$ cat src/rtl/apb_requester.sv
// apb_requester: valid/ready request/response to APB3/APB4 requester, one transfer at a time,
// with a per-transfer ACCESS timeout so a silent completer cannot hang the core side.
module apb_requester #(
  parameter int ADDR_W  = 32,
  parameter int DATA_W  = 32,
  parameter int TIMEOUT = 255
) (
  input  logic              clock,
  input  logic              reset,
  input  logic              req_valid,
  output logic              req_ready,
  input  logic [ADDR_W-1:0] req_addr,
  input  logic              req_write,
  input  logic [DATA_W-1:0] req_wdata,
  input  logic [DATA_W/8-1:0] req_wstrb,
  input  logic [2:0]        req_prot,
  output logic              rsp_valid,
  input  logic              rsp_ready,
  output logic [DATA_W-1:0] rsp_rdata,
  output logic              rsp_err,
  output logic [ADDR_W-1:0] out_paddr,
  output logic              out_psel,
  output logic              out_penable,
  output logic [2:0]        out_pprot,
  output logic              out_pwrite,
  output logic [DATA_W-1:0] out_pwdata,
  output logic [DATA_W/8-1:0] out_pstrb,
  input  logic              out_pready,
  input  logic [DATA_W-1:0] out_prdata,
  input  logic              out_pslverr
);
  typedef enum logic [1:0] {IDLE, SETUP, ACCESS, RESP} state_t;
  localparam int CW = TIMEOUT > 0 ? $clog2(TIMEOUT + 1) : 1;
  state_t state, state_n;
  logic [CW-1:0] cnt;
  logic expire;
  // Abort on the ACCESS edge that would be the TIMEOUT-th wait, giving TIMEOUT penable cycles.
  assign expire = (TIMEOUT != 0) && (cnt == CW'(TIMEOUT - 1));
  assign req_ready = (state == IDLE) && !reset;
  always_comb begin
    state_n = state;
    case (state)
      IDLE:    state_n = req_valid ? SETUP : IDLE;
      SETUP:   state_n = ACCESS;
      ACCESS:  state_n = (out_pready || expire) ? RESP : ACCESS;
      RESP:    state_n = rsp_ready ? IDLE : RESP;
      default: state_n = IDLE;
    endcase
  end
  always_ff @(posedge clock) begin
    if (reset) begin
      state       <= IDLE;
      cnt         <= '0;
      rsp_valid   <= 1'b0;
      rsp_rdata   <= '0;
      rsp_err     <= 1'b0;
      out_paddr   <= '0;
      out_psel    <= 1'b0;
      out_penable <= 1'b0;
      out_pprot   <= '0;
      out_pwrite  <= 1'b0;
      out_pwdata  <= '0;
      out_pstrb   <= '0;
    end else begin
      state <= state_n;
      case (state)
        IDLE: if (req_valid) begin
          out_paddr  <= req_addr;
          out_pwrite <= req_write;
          out_pprot  <= req_prot;
          out_pwdata <= req_write ? req_wdata : '0;
          out_pstrb  <= req_write ? req_wstrb : '0;
          out_psel   <= 1'b1;
        end
        SETUP: begin
          out_penable <= 1'b1;
          cnt         <= '0;
        end
        ACCESS: if (out_pready || expire) begin
          rsp_rdata   <= (out_pready && !out_pwrite) ? out_prdata : '0;
          rsp_err     <= out_pready ? out_pslverr : 1'b1;
          rsp_valid   <= 1'b1;
          out_psel    <= 1'b0;
          out_penable <= 1'b0;
        end else begin
          cnt <= cnt + 1'b1;
        end
        RESP: if (rsp_ready) rsp_valid <= 1'b0;
        default: ;
      endcase
    end
  end
endmodule

$ cat config.mk
export PLATFORM = sky130hd
export DESIGN_NAME = apb_requester
export DESIGN_NICKNAME = d
export VERILOG_FILES = /design/src/rtl/apb_requester.sv
export SDC_FILE = /design/constraint.sdc
export NUM_CORES = 1
export LEC_CHECK = 0
export CAP_MARGIN = 0
export CORE_AREA = 2 2 111 113
export CTS_CLUSTER_SIZE = 12
export DETAILED_ROUTE_END_ITERATION = 8
export DIE_AREA = 0 0 113 115
export PLACE_DENSITY = 0.76
export SLEW_MARGIN = 10
export SYNTH_ARGS = -nofsm -noshare
export SYNTH_HDL_FRONTEND = slang
export SYNTH_SLANG_ARGS = --single-unit
$ cat constraint.sdc
create_clock -name clock -period 2.2 [get_ports clock]
set_input_delay 0.66 -clock clock [delete_from_list [all_inputs] [get_ports clock]]
set_output_delay 0.66 -clock clock [all_outputs]
set_load 0.05 [all_outputs]
==> results.md <==
- EDFF count, synth: 0
- Peak supply drop: 0.0004642 V
- Setup Total Neg Slack: 0 ns
- DIE AREA: 13,000 um2
- Total of warnings raised by yosys: 0
- Count of buffers from port buffering: 218
- Most frequent cells in the layout: nand2_1 (150), dfxtp_1 (118), clkdlybuf4s50_1 (108)
- Number of failing hold endpoints at the final stage: 0
- CP startpoint kind: flop
- Number of vias per cell: 4.994
- Count of TritonRoute iterations in the first routing pass: 7
- Number of library cell types mapped by synthesis: 41
- Vias: 4,614
- Total half-perimeter wirelength after legalization and detailed placement: 9970 um
- Final period demand of the worst path: 2.112 ns
- Worst endpoint data arrival time: 1.45 ns
- P_leak: 3.099 nW
- Number of buffers inserted by hold repair at cts: 0
- Kind of capture point of the worst setup path: output pin
- Synth Net Count: 669
- Data required time of the critical path: roughly 1.5 ns
- Setup slack at placement: around 0.015 ns
- Post-route fraction of the period consumed by the critical path: 96.00%
- Clock latency of the later-clocked register in the worst-skew pair: approximately 0.41 ns
- Pin count of the biggest net entering global routing: 61
- Placement Rows: 40
- Worst hold-check path type: reg -> reg
- TritonCTS clock tree: yes
- Clock root buffer: clkbuf_16
- Pwr Density: approximately 840 nW/um2
- Overflow left after global routing: 0
- Slew Limit Headroom: 64.22%
- Antenna violations before repair: 0
- Maximum capacitance violations: 0
- Area Growth Syn to Fin: 57.20%
- Final Max Tran Viols: 0
- Final Net Count: slightly below 900
- Pin slew with the least headroom to its limit: 0.5388 ns
- Dominant register cell in the synthesized netlist: dfxtp_1
- Post-route ant nets: 0
- Run status: finished, violations left
- Setup repair after global routing missed its margin: no
- Number of global-route vias before repair: 4,590
- Post-synthesis sequential element count: 118
- Critical path origin: state[1]
- Reg-to-reg critical path startpoint: cnt[0]
- R2R depth: 7
- Highest clock rate: 473.5 MHz
- Placer's final routability congestion estimate: 0.8180
- Diodes inserted: 0
- Total clock buffers created by CTS: 17
- Max FO, Critical Path: 5
- Worst setup slack for register-to-register paths: 0.32 ns
- Clock sink count: between 100 and 150
- Hold Worst Slack: 0.4483 ns
- Post-synthesis instance area: between 4000 and 5000 um2
- Fin area: 7421 um2
- Endpoints failing setup: 0
- Tot GR Track Use: 21.47%
- Routed length per placed instance: between 15 and 20 um
- Horizontal extent of the die: 113 um
- Startpoint-to-endpoint class of the critical path: reg -> out
- Leading cell type in the layout, fill and taps excluded: nand2_1
- Standard cell area after detailed placement: 7013 um2
- Endpoint of the worst setup timing path: req_ready
- Height of the chip: ~120 um
- Share of synthesized registers carrying an async set or reset: 0%
- Starting Density: 39.97%
- Critical R2R Capture: rsp_rdata[2]
- Io pins: between 200 and 250
- Core outline area: 11,810 um2
- Max clock buf depth: 2
- Routed wire length: 13,910 um
- Failing checks: design-rule violations
- First-pass GRT wire length: 22,200 um
- Final Worst Setup Slack: 0.08790 ns
- Post-route DRC: 15
- Clock slew seen by the registers of the worst setup and hold paths: 0.05 ns
- Mean area per synthesized cell: 8.521 um2
- Sequential fraction of the synthesis area: 50.04%
- Largest clock skew in the final design: 0.005834 ns
- Count of H-tree levels built during CTS: 4
- Total chip power: ~6.2 mW
- Synthesized netlist cell count: 554
- Number of design-rule violations left by the first detailed-router iteration: 274
- Layout cells sized above 1: under 10%
==> synth_stat cells, types with 2 or more instances <==
master | n | share of area (%)
clkbuf_1 | 31 | 2.5
ha_1 | 5 | 1.3
nand2b_1 | 34 | 4.5
buf_12 | 4 | 1.7
inv_1 | 5 | 0.40
a21oi_1 | 81 | 8.6
buf_1 | 2 | 0.16
o211ai_1 | 3 | 0.48
nor2b_1 | 4 | 0.53
nor3_1 | 3 | 0.32
nand3_1 | 41 | 4.3
buf_2 | 4 | 0.42
o21ai_0 | 4 | 0.42
a211oi_1 | 2 | 0.32
or4_1 | 2 | 0.32
nor2_1 | 4 | 0.32
a31oi_1 | 3 | 0.40
mux2i_1 | 32 | 6.8
dfxtp_1 | 118 | 50
nand2_1 | 151 | 12
==> where the power goes <==
part           switching, mW  leakage, nW  internal, mW
Combinational          0.950         1.88         0.538
Sequential            0.0738        0.960          2.28
Clock                  0.886        0.256          1.52
Total                   1.91         3.10          4.34
==> metal layers <==
layer	GRT usage [%]	wire length, um	vias to the layer above
met3	8.909	1360	16
li1	-	-	2279
met5	0	0	-
met4	9.268	193	0
met1	24.27	5560	2125
met2	35.89	6792	194
==> critical path, stage by stage (launching register included) <==
cell	delay, ns
dfxtp_1	0.39
inv_1	0.06
ha_1	0.24
nor2b_2	0.17
buf_4	0.18
==> flip-flops by register name, summed over array words and instances (netlist names), 2 cells and up <==
name,cells
state,2
out_paddr,32
out_pprot,3
out_pwdata,32
rsp_rdata,32
out_pstrb,4
cnt,8
==> worst min-delay path by stage <==
stage	from	endpoint	cells after the start
after CTS	out_pwdata[29]	out_pwdata[29]	2
after global placement	out_pwdata[22]	out_pwdata[22]	2
final	out_paddr[28]	out_paddr[28]	2
after global routing	out_pwdata[15]	out_pwdata[15]	2
after floorplan	cnt[1]	cnt[1]	2
after detailed placement	out_pwdata[29]	out_pwdata[29]	2
==> cell families (layout without fill, tap and decap cells) <==
kind of cell,Yosys count,count (layout),synth area share (%)
adders and majority gates,5,5,1.325
and+or+nand+nor,252,252,24.91
DFF,118,118,50.04
AOI/OAI and AO/OA,100,100,11.69
buffers and inverters,47,270,5.248
muxes,32,32,6.785
==> through the flow <==
step | util [%] | std cells
2_1_floorplan | - | 554
3_3_place_gp | 59.38 | 892
3_5_place_dp | 59.38 | 892
4_1_cts | 62.83 | 924
5_1_grt | 62.83 | 924
6_report | 62.83 | 924
==> final cells by class <==
type | count | area [um2]
clock inverters | 4 | 20.02
multi-input cells | 389 | 2123
clock buffers | 28 | 496.7
fillers | 1040 | 4390
flip-flops and latches | 118 | 2362
well taps | 147 | 183.9
repair buffers | 233 | 2216
inverters | 5 | 18.77
==> timing repair <==
item,in CTS,in global routing
resized for setup,87,0
setup buffers,0,0
setup endpoints to repair,87,0
Note: power is estimated with default switching activity, not from simulation.
